<file path="config.mk">
export PLATFORM = sky130hd
export DESIGN_NAME = tsu_queue_reader
export DESIGN_NICKNAME = d
export VERILOG_FILES = /design/src/rtl/tsu_queue_reader.sv
export SDC_FILE = /design/constraint.sdc
export NUM_CORES = 1
export LEC_CHECK = 0
export CAP_MARGIN = 10
export CORE_ASPECT_RATIO = 0.9
export CORE_UTILIZATION = 48
export DETAILED_ROUTE_END_ITERATION = 7
export MAX_ROUTING_LAYER = met4
export PLACE_DENSITY = 0.75
export SYNTH_ARGS = -nofsm -noshare
export SYNTH_HDL_FRONTEND = slang
export SYNTH_SLANG_ARGS = --single-unit
</file>
<file path="constraint.sdc">
create_clock -name q_rd_clk -period 2 [get_ports q_rd_clk]
set_input_delay 0.4 -clock q_rd_clk [delete_from_list [all_inputs] [get_ports q_rd_clk]]
set_output_delay 0.4 -clock q_rd_clk [all_outputs]
set_load 0.01 [all_outputs]
</file>
<file path="src/rtl/tsu_queue_reader.sv">
// tsu_queue_reader
// Drains the tsu timestamp queue read port into a 2-entry output buffer and
// presents the entries on a valid/ready stream. Single clock domain (q_rd_clk).
//
// Ports:
//   q_rd_clk   - queue read clock
//   rst        - synchronous active-high reset
//   enable     - drain enable; 0 stops new reads
//   flush      - discards buffered entries and any in-flight read
//   q_rd_stat  - tsu queue entry count (0 = empty)
//   q_rd_en    - single-cycle pop strobe to the tsu queue
//   q_rd_data  - queue data, valid the cycle after q_rd_en
//   out_valid  - buffer head holds an entry
//   out_ready  - consumer accepts the head entry
//   out_data   - head entry (holds last value while empty)
//   buf_level  - buffer occupancy 0..2
//   rd_cnt     - saturating pop counter
//
// Build option: TSU_QRD_CNT_EN enables the rd_cnt counter; otherwise rd_cnt is 0.

module tsu_queue_reader #(
    parameter int STAT_W = 8,
    parameter int DATA_W = 64
) (
    input  logic              q_rd_clk,
    input  logic              rst,
    input  logic              enable,
    input  logic              flush,
    input  logic [STAT_W-1:0] q_rd_stat,
    output logic              q_rd_en,
    input  logic [DATA_W-1:0] q_rd_data,
    output logic              out_valid,
    input  logic              out_ready,
    output logic [DATA_W-1:0] out_data,
    output logic [1:0]        buf_level,
    output logic [15:0]       rd_cnt
);

    logic              rd_en_q, rd_en_d;
    logic              inflight_q, inflight_d;
    logic [1:0]        level_q, level_d;
    logic              head_q, head_d;
    logic              tail_q, tail_d;
    logic [DATA_W-1:0] mem_q [2];
    logic [DATA_W-1:0] mem_d [2];
    logic [DATA_W-1:0] out_data_q, out_data_d;
    logic              pop;
    logic [2:0]        pending;

    always_comb begin
        pending    = {1'b0, level_q} + {2'b00, inflight_q};
        pop        = (level_q != 2'd0) && out_ready;
        // At most one read outstanding; the idle gap also lets q_rd_stat
        // catch up with the previous pop before the next decision.
        rd_en_d    = enable && !flush && (q_rd_stat != '0) && !inflight_q &&
                     !rd_en_q && (pending < 3'd2);
        inflight_d = rd_en_q && !flush;

        mem_d      = mem_q;
        head_d     = head_q;
        tail_d     = tail_q;
        level_d    = level_q;
        out_data_d = out_data_q;

        if (flush) begin
            head_d  = 1'b0;
            tail_d  = 1'b0;
            level_d = 2'd0;
        end else begin
            if (inflight_q) begin
                mem_d[tail_q] = q_rd_data;
                tail_d        = ~tail_q;
            end
            if (pop) begin
                head_d = ~head_q;
            end
            level_d = level_q + {1'b0, inflight_q} - {1'b0, pop};
            // Registered head view: holds the last entry once the buffer empties.
            if (level_d != 2'd0) begin
                out_data_d = mem_d[head_d];
            end
        end
    end

    always_ff @(posedge q_rd_clk) begin
        if (rst) begin
            rd_en_q    <= 1'b0;
            inflight_q <= 1'b0;
            level_q    <= 2'd0;
            head_q     <= 1'b0;
            tail_q     <= 1'b0;
            mem_q[0]   <= '0;
            mem_q[1]   <= '0;
            out_data_q <= '0;
        end else begin
            rd_en_q    <= rd_en_d;
            inflight_q <= inflight_d;
            level_q    <= level_d;
            head_q     <= head_d;
            tail_q     <= tail_d;
            mem_q      <= mem_d;
            out_data_q <= out_data_d;
        end
    end

    assign q_rd_en   = rd_en_q;
    assign out_valid = (level_q != 2'd0);
    assign out_data  = out_data_q;
    assign buf_level = level_q;

`ifdef TSU_QRD_CNT_EN
    logic [15:0] rd_cnt_q;

    // Cleared by rst only; flush leaves the count intact.
    always_ff @(posedge q_rd_clk) begin
        if (rst) begin
            rd_cnt_q <= 16'h0000;
        end else if (rd_en_q && (rd_cnt_q != 16'hFFFF)) begin
            rd_cnt_q <= rd_cnt_q + 16'h0001;
        end
    end

    assign rd_cnt = rd_cnt_q;
`else
    assign rd_cnt = 16'h0000;
`endif

endmodule

</file>
==> results of run 1 <==
path summary, 6_finish.rpt:
path | slack (ns) | to | cells after the start | startpoint
setup / recovery | -0.14 | out_data[48]$_SDFFE_PP0P_ | 11 | out_ready
hold / removal | 0.24 | mem_q[49]$_SDFFE_PP0N_ | 2 | rst
setup reg to reg | -0.14 | out_data[48]$_SDFFE_PP0P_ | 10 | buf_level[0]$_SDFF_PP0_
hold reg to reg | 0.47 | out_data[0]$_SDFFE_PP0P_ | 1 | out_data[0]$_SDFFE_PP0P_
cells in the mapped netlist (all sizes together):
cell type  instances
or2                1
a32o              64
nor4b              1
o21a             128
conb               1
xor2               1
nor4               2
inv                3
nor2b              1
and2               3
xnor2              2
o21ai              1
nand2            258
xor3               1
o21ba              1
dfxtp            198
a21oi              1
ha                 2
buf               52
nor3               3
mux2i            128
clkbuf            48
nor2             130
timing repair:
action | 4_1_cts | 5_1_grt
endpoints found under the setup margin | 65 | 64
gates resized for setup | 7 | 1
cloned | 1 | 1
kinds of logic after synthesis:
| logic type | synth area share (%) |
|---|---|
| simple gates | 16.97 |
| flops | 43.82 |
| compound gates | 18.23 |
| mux | 14.16 |
| buf+inv | 5.864 |
| xor+xnor | 0.6363 |
| fa+ha+maj | 0.2766 |
| other cells | 0.04145 |
registers in the layout (all words and copies together), names as in the netlist:
name,cells
q_rd_en,1
mem_q,128
head_q,1
tail_q,1
inflight_q,1
out_data,64
buf_level,2
worst max-delay path, stage by stage:
cell and delay, ns:
clkdlybuf4s50_1 0.45, o21ai_4 0.08, inv_1 0.05, ha_1 0.26, inv_1 0.06, ha_2 0.16, xor3_2 0.28, nor2_4 0.15
o21ba_4 0.26, clkbuf_16 0.22, a32o_1 0.13
power groups by stage:
stage | combinational [mW] | clock, mW | sequential (mW)
after floorplan | 0.278 | 0 | 4.05
after detailed placement | 0.514 | 0 | 4.05
after global placement | 0.510 | 0 | 4.05
after CTS | 0.535 | 3.36 | 3.96
final | 0.542 | 3.31 | 3.96
after global routing | 0.585 | 3.52 | 3.96
through the flow:
stage | TNS (ns) | hold WS [ns] | area (um2)
2_1_floorplan | -3.602 | 0.5104 | 9136
5_1_grt | -11.88 | 0.2486 | 11450
6_report | -6.659 | 0.2386 | 11450
3_5_place_dp | -34.89 | 0.4571 | 10800
4_1_cts | -4.483 | 0.2276 | 11410
3_3_place_gp | -32.36 | 0.4462 | 10800
placed cells by master, fill, tap and decap left out, types with 18 or more instances in the layout:
cell	n
nand2_1	257
dfxtp_1	196
clkdlybuf4s50_1	141
nor2_1	129
mux2i_1	128
o21a_1	128
a32o_1	45
a32o_2	19
clkbuf_16	18
final cells by class:
class	count	area [um2]
Antenna cell	3	7.507
Clock buffer	17	425.4
Clock inverter	15	138.9
Fill cell	1567	6960
Inverter	3	11.26
Multi-Input combinational cell	744	4678
Sequential cell	198	3969
Tap cell	245	306.5
Timing Repair Buffer	175	1909
routing by layer:
| layer | vias to the layer above | track usage [%] | part of all wire (%) |
|---|---|---|---|
| met5 | - | - | 0 |
| met4 | 0 | 7.118 | 1.4 |
| met3 | 22 | 4.671 | 5.4 |
| met2 | 196 | 38.68 | 48 |
| met1 | 3560 | 29.68 | 46 |
| li1 | 3709 | - | - |
==> qor.csv, run 1 <==
metric;value;unit
status;finished with violations;
failing checks;negative setup slack;
setup bufs post-CTS;0;
area delta synth->final;26.53;%
final net count;1218;
maximum clock frequency;0.4684;GHz
Post-Syn Area per Cell;8.783;um2
placed cells;1363;
routed vias;7487;
share of the synthesized area in the top cell type;43.82;%
DRC violations left;0;
clock latency at the later pin of the worst-skew pair;0.44;ns
Final Power;7.807;mW
pin count of the biggest net entering global routing;125;
final number of hold-violating endpoints;0;
gr ovfl total;0;
die span in y;132.2;um
TritonRoute pass-1 iters;5;
combinational power share;6.9;%
Pleak;4.748;nW
DPL Wire Length;13.57;mm
Worst Setup Slack, final;-0.1350;ns
Routed Antenna Nets;0;
sequential power share;50.7;%
Initial DRC Count;465;
clock sinks;198;
Switching Fraction;25.13;%
TritonCTS clock tree;built;
Netlist Area Pre-Place;9046;um2
clock share of power;42.3;%
synth warn;0;
worst IR drop on VDD;0.5617;mV
fin cells;1400;
HP Class;in -> reg;
internal cell power;5.845;mW
Routed WL;21.87;mm
RSZ-0062 raised after global routing;true;
Critical Path RT;2.38;ns
Crit. End Element;register;
clk slew on worst S/H paths;0.07;ns
final clock skew;0.01013;ns
die extent in x;146.7;um
Yosys cell types;29;
Routability Congestion;0.7832;
sequential area share after synthesis;43.82;%
core area;18410;um2
dpl ws;-0.5686;ns
period utilization;106.8;%
crit path DAT;2.52;ns
Num CTS Buffers;17;
initial antenna violation count;3;
Clock Root Buffer;clkbuf_16;
number of endpoints failing setup at the final stage;64;
Max-Cap Viols;0;
P per Cell Area;682.1;nW/um2
Port Buffers;144;
Tot GR Track Use;23.76;%
first-pass GRT wire length;35.82;mm
Ports;161;
Synth area leader;dfxtp_1;
largest fanout on the critical path;12;
Starting Density;49.15;%
Final Core Density;62.18;%
ranking of synthesized cells by area;dfxtp_1, mux2i_1, nand2_1, o21a_1, nor2_1;
vias in the first global route;7098;
H-tree depth;4;
Startpoint Class;input pin;
layout cells sized above 1;8.420;%
die area;19400;um2
Mapped Cells;1030;
Hold Buf Count CTS;0;
CTS max path bufs;2;
post-DR wirelength/cell;15.62;um
vias per cell;5.348;
Final min period;2.135;ns
critical path class;in -> reg;
#FFs+latches synth;198;
max-slew violations;0;
Rows;47;
P_sw;1.962;mW
(Power assumes the default switching activity.)
==> run 2, diff against run 1 <==
--- a/config.mk
+++ b/config.mk
@@ -7,10 +7,12 @@
 export LEC_CHECK = 0
 export CAP_MARGIN = 10
 export CORE_ASPECT_RATIO = 0.9
-export CORE_UTILIZATION = 48
+export CORE_UTILIZATION = 55
+export CTS_BUF_LIST = sky130_fd_sc_hd__clkbuf_4 sky130_fd_sc_hd__clkbuf_8
 export DETAILED_ROUTE_END_ITERATION = 7
+export DONT_BUFFER_PORTS = 1
 export MAX_ROUTING_LAYER = met4
-export PLACE_DENSITY = 0.75
+export PLACE_DENSITY = 0.71
 export SYNTH_ARGS = -nofsm -noshare
 export SYNTH_HDL_FRONTEND = slang
 export SYNTH_SLANG_ARGS = --single-unit
==> qor.csv, run 2 (synthesized netlist as in run 1, its figures left out) <==
metric;value;unit
clk slew on worst S/H paths;0.10;ns
TritonRoute pass-1 iters;4;
first-pass GRT wire length;31.11;mm
largest fanout on the critical path;27;
Design Area, Final;10160;um2
maximum clock frequency;0.4776;GHz
DRC violations left;0;
Slew Limit Headroom;66.53;%
final setup TNS;-3.555;ns
dpl ws;-0.08426;ns
clock latency at the later pin of the worst-skew pair;0.47;ns
post-DR wirelength/cell;16.57;um
DPL Wire Length;11.50;mm
worst IR drop on VDD;0.4548;mV
Crit-path slowest cell;dfxtp_4;
worst r2r src;buf_level[0]$_SDFF_PP0_;
area delta synth->final;12.31;%
crit path DAT;2.45;ns
Crit path largest cell delay;0.36;ns
P per Cell Area;637.7;nW/um2
Critical Path RT;2.36;ns
R2R setup slack;-0.09;ns
placement-stage cell area;9193;um2
failing checks;negative setup slack;
number of endpoints failing setup at the final stage;64;
max FFs per register;128;
Port Buffers;0;
critical path class;reg -> reg;
die extent in x;137.2;um
Most flops, register;mem_q;
FF-to-FF End;out_data[18]$_SDFFE_PP0P_;
commonest non-fill, non-tap cell in the layout;nand2_1;
Num CTS Buffers;17;
RSZ-0062 raised after global routing;true;
Initial DRC Count;339;
final clock skew;0.01243;ns
period utilization;104.7;%
CP Cell Sequence;o21ai_4 > inv_2 > ha_4 > inv_4 > ha_4 > xor3_1 > nor2_4 > o21ba_4 > buf_12 > a32o_2;
status;finished with violations;
Tot GR Track Use;24.50;%
Routability Congestion;0.7186;
die span in y;123.7;um
Crit. End Element;register;
Max-Cap Viols;0;
max-slew violations;0;
initial antenna violation count;1;
H-tree depth;4;
Slew @ Worst Pin;0.4974;ns
Startpoint Class;register;
vias in the first global route;6338;
WHS Endpoint;mem_q[111]$_SDFFE_PP0N_;
diode count;0;
CTS max path bufs;2;
Final Power;6.479;mW
Final Core Density;62.98;%
Pleak;4.326;nW
Routed Antenna Nets;0;
die area;16970;um2
final net count;1112;
min-delay src;flush;
Starting Density;56.08;%
Routed WL;20.75;mm
most frequent cells in the layout;nand2_1, dfxtp_1, nor2_1, o21a_1, mux2i_1;
R2R depth;10;
TritonCTS clock tree;built;
Critical Path Most Common Cell;ha_4;
core area;16130;um2
final number of hold-violating endpoints;0;
Ports;161;
Clock Root Buffer;clkbuf_8;
HP Class;in -> reg;
Worst Setup Slack, final;-0.09395;ns
pin count of the biggest net entering global routing;262;
Rows;44;
vias per cell;5.538;
Final min period;2.094;ns
layout cells sized above 1;9.474;%
Hold Path Stages;2;
routed vias;6934;
clock sinks;198;
gr ovfl total;0;
[run 2: changes by cell type in the layout (fill, tap and decap cells not counted), moves of 5 or more]
cell             change
buf_12               -6
buf_4                -5
clkbuf_16           -15
clkbuf_8            +18
clkdlybuf4s50_1    -141
clkinv_2             +6
dlygate4sd3_1       +43
mux2i_1              -7
mux2i_2              +7
[run 2: cell type report]
class                           count  area (um2)
Fill cell                        1393        5971
Multi-Input combinational cell    744        4735
Sequential cell                   198        3970
Timing Repair Buffer               69       850.8
Tap cell                          207       259.0
Clock buffer                       18       247.7
Clock inverter                     13       83.83
Inverter                            3       13.76
[run 2: layer usage]
metal,track usage [%],vias to the layer above,wire length (um)
met5,-,-,0
met2,40.53,132,9996
met1,28.38,3282,9269
met4,7.830,0,196
met3,7.530,17,1285
li1,-,3503,-
[run 2: power breakdown]
group	switching [mW]	internal [mW]
combinational	0.152	0.0960
clock	1.39	0.881
sequential	0.00962	3.95
[run 2: worst max-delay path by stage]
stage | slack (ns) | end | cells past startpoint | start
floorplan | -0.07 | out_data[23]$_SDFFE_PP0P_ | 11 | buf_level[0]$_SDFF_PP0_
global placement | -0.03 | out_data[25]$_SDFFE_PP0P_ | 10 | buf_level[0]$_SDFF_PP0_
detailed placement | -0.08 | out_data[45]$_SDFFE_PP0P_ | 10 | buf_level[0]$_SDFF_PP0_
CTS | -0.09 | out_data[10]$_SDFFE_PP0P_ | 10 | buf_level[0]$_SDFF_PP0_
global route | -0.15 | out_data[14]$_SDFFE_PP0P_ | 10 | buf_level[0]$_SDFF_PP0_
finish | -0.09 | out_data[18]$_SDFFE_PP0P_ | 10 | buf_level[0]$_SDFF_PP0_
[run 2: critical path: cells and delay by family (launching register included)]
family,cells,cell delay (ns)
AO/OA/AOI/OAI,3,0.62
adder cells (fa/ha/maj),2,0.41
flip-flops,1,0.36
buffers and inverters,3,0.26
XOR/XNOR,1,0.25
AND/OR/NAND/NOR,1,0.06
[run 2: metrics by stage]
| step | cells | hold WS (ns) |
|---|---|---|
| floorplan | 1045 | 0.5104 |
| global placement | 1172 | 0.4797 |
| detailed placement | 1172 | 0.4801 |
| CTS | 1247 | 0.07235 |
| global route | 1252 | 0.1059 |
| finish | 1252 | 0.1136 |
[run 2: timing repair]
action                                  4_1_cts  5_1_grt
pin swaps                                     0        2
hold endpoints to repair                    130        0
hold buffers                                 44        0
setup buffers                                 0        1
resized for setup                             1       17
endpoints found under the setup margin       64      100
gates cloned                                  0        4
==> run 3, diff against run 2 <==
--- a/config.mk
+++ b/config.mk
@@ -12,7 +12,7 @@
 export DETAILED_ROUTE_END_ITERATION = 7
 export DONT_BUFFER_PORTS = 1
 export MAX_ROUTING_LAYER = met4
-export PLACE_DENSITY = 0.71
+export PLACE_DENSITY_LB_ADDON = 0.08
 export SYNTH_ARGS = -nofsm -noshare
 export SYNTH_HDL_FRONTEND = slang
 export SYNTH_SLANG_ARGS = --single-unit
==> qor.csv, run 3 (synthesized netlist as in run 1, its figures left out) <==
metric;value;unit
Sequential Area;3969;um2
failing checks;negative setup slack;
R2R setup slack;-0.13;ns
crit path DAT;2.48;ns
Slew @ Worst Pin;0.5722;ns
final clock skew;0.01817;ns
critical path class;reg -> reg;
Max-Cap Viols;0;
final net count;1111;
vias in the first global route;6166;
most frequent cells in the layout;nand2_1, dfxtp_1, nor2_1, o21a_1, mux2i_1;
Switching Fraction;22.49;%
DRC violations left;0;
gr ovfl total;0;
WL met1;9.628;mm
initial antenna violation count;1;
largest fanout on the critical path;12;
clk slew on worst S/H paths;0.11;ns
Multi-input gate area;4713;um2
Rows;44;
P per Cell Area;675.2;nW/um2
Routed WL;21.04;mm
number of endpoints failing setup at the final stage;64;
Crit. End Element;register;
Setup crit end;out_data[11]$_SDFFE_PP0P_;
Port Buffers;0;
first-pass GRT wire length;32.03;mm
Starting Density;56.08;%
fin cells;1251;
Most flops, register;mem_q;
Worst Setup Slack, final;-0.1252;ns
Crit-path slowest cell;dfxtp_4;
CP Cell Sequence;o21ai_4 > inv_2 > ha_4 > inv_2 > ha_4 > xor3_2 > nor2_4 > nor3_4 > buf_6 > buf_12 > a32o_2;
Routed Antenna Nets;0;
Critical Path RT;2.36;ns
Initial DRC Count;436;
layout cells sized above 1;9.108;%
HP Class;in -> reg;
fill count;1384;
P_sw;1.564;mW
maximum clock frequency;0.4705;GHz
core area;16130;um2
worst IR drop on VDD;0.5203;mV
CTS max path bufs;2;
Ports;161;
sequential power share;57.0;%
pin count of the biggest net entering global routing;262;
Crit path largest cell delay;0.36;ns
R2R depth;11;
FF-to-FF End;out_data[11]$_SDFFE_PP0P_;
Slew Limit Headroom;61.85;%
Tot GR Track Use;25.17;%
post-DR wirelength/cell;16.81;um
TritonRoute pass-1 iters;4;
clock sinks;198;
Startpoint Class;register;
met3 WL;1.357;mm
Clock Root Buffer;clkbuf_8;
die area;16970;um2
combinational power share;3.6;%
WL met2;9.783;mm
die span in y;123.7;um
clock share of power;39.4;%
area delta synth->final;13.82;%
internal cell power;5.388;mW
RSZ-0062 raised after global routing;true;
status;finished with violations;
max layer used;met4;
max-slew violations;0;
Num CTS Buffers;17;
dpl ws;-0.1854;ns
Final min period;2.125;ns
routed vias;6916;
commonest non-fill, non-tap cell in the layout;nand2_1;
DPL Wire Length;11.32;mm
TritonCTS clock tree;built;
worst r2r src;buf_level[0]$_SDFF_PP0_;
placed cells;1172;
critical path startpoint;buf_level[0]$_SDFF_PP0_;
period utilization;106.3;%
vias per cell;5.528;
Final Core Density;63.83;%
H-tree depth;4;
die extent in x;137.2;um
Pleak;4.401;nW
final number of hold-violating endpoints;0;
max FFs per register;128;
Routability Congestion;0.7008;
clock latency at the later pin of the worst-skew pair;0.46;ns
## run 3: cell types whose count changed in the layout (fill, tap and decap cells not counted), moves of 4 or more
cell,delta
dlygate4sd3_1,-4
buf_12,+6
mux2i_1,+6
clkinv_2,-7
mux2i_2,-6
buf_4,-4
## run 3: worst min path at each step
stage | depth (start not counted) | from | end
floorplan | 1 | out_data[3]$_SDFFE_PP0P_ | out_data[3]$_SDFFE_PP0P_
global placement | 1 | rst | mem_q[104]$_SDFFE_PP0N_
detailed placement | 1 | rst | mem_q[108]$_SDFFE_PP0N_
CTS | 1 | flush | tail_q$_SDFFE_PP0P_
global route | 1 | flush | tail_q$_SDFFE_PP0P_
finish | 2 | q_rd_stat[6] | q_rd_en$_SDFF_PP0_
## run 3: power groups by stage
stage	logic, mW	registers, mW	clock network, mW
global placement	0.199	4.05	0
CTS	0.249	3.96	2.81
global route	0.280	3.96	2.96
detailed placement	0.200	4.05	0
finish	0.254	3.96	2.74
floorplan	0.278	4.05	0
## run 3: repair_timing
action,in CTS,in global routing
cloned,0,5
buffers inserted,3,0
hold endpoints to repair,123,0
pin swaps,1,1
setup endpoints to repair,64,69
hold buffers,40,0
resized for setup,4,7
## run 3: per-stage QoR
step | hold WS [ns] | total power, mW | setup TNS (ns) | area (um2)
finish | 0.08966 | 6.952 | -6.543 | 10300
global route | 0.02224 | 7.208 | -9.033 | 10300
CTS | 0.01069 | 7.015 | -7.825 | 10130
detailed placement | 0.4820 | 4.253 | -9.717 | 9255
global placement | 0.4796 | 4.251 | -8.486 | 9255
floorplan | 0.5104 | 4.328 | -3.602 | 9136
## run 3: final cells by class
class                           count  area share [%]
Tap cell                          207           2.515
Timing Repair Buffer               68           8.968
Clock buffer                       20           2.673
Multi-Input combinational cell    744           45.78
Clock inverter                     10           1.385
Inverter                            3          0.1094
Antenna cell                        1         0.02430
Sequential cell                   198           38.55
## run 3: metal layers
metal,up-vias,GRT usage (%)
met5,-,-
met4,0,5.357
met3,17,8.262
met2,137,40.75
met1,3271,30.55
li1,3491,-
## run 3: worst max-delay path: cells and delay by family, from the launching register on
kind | cells | cell delay [ns]
compound gates | 2 | 0.39
xor+xnor | 1 | 0.26
fa+ha+maj | 2 | 0.40
buf+inv | 4 | 0.42
flops | 1 | 0.36
simple gates | 2 | 0.21
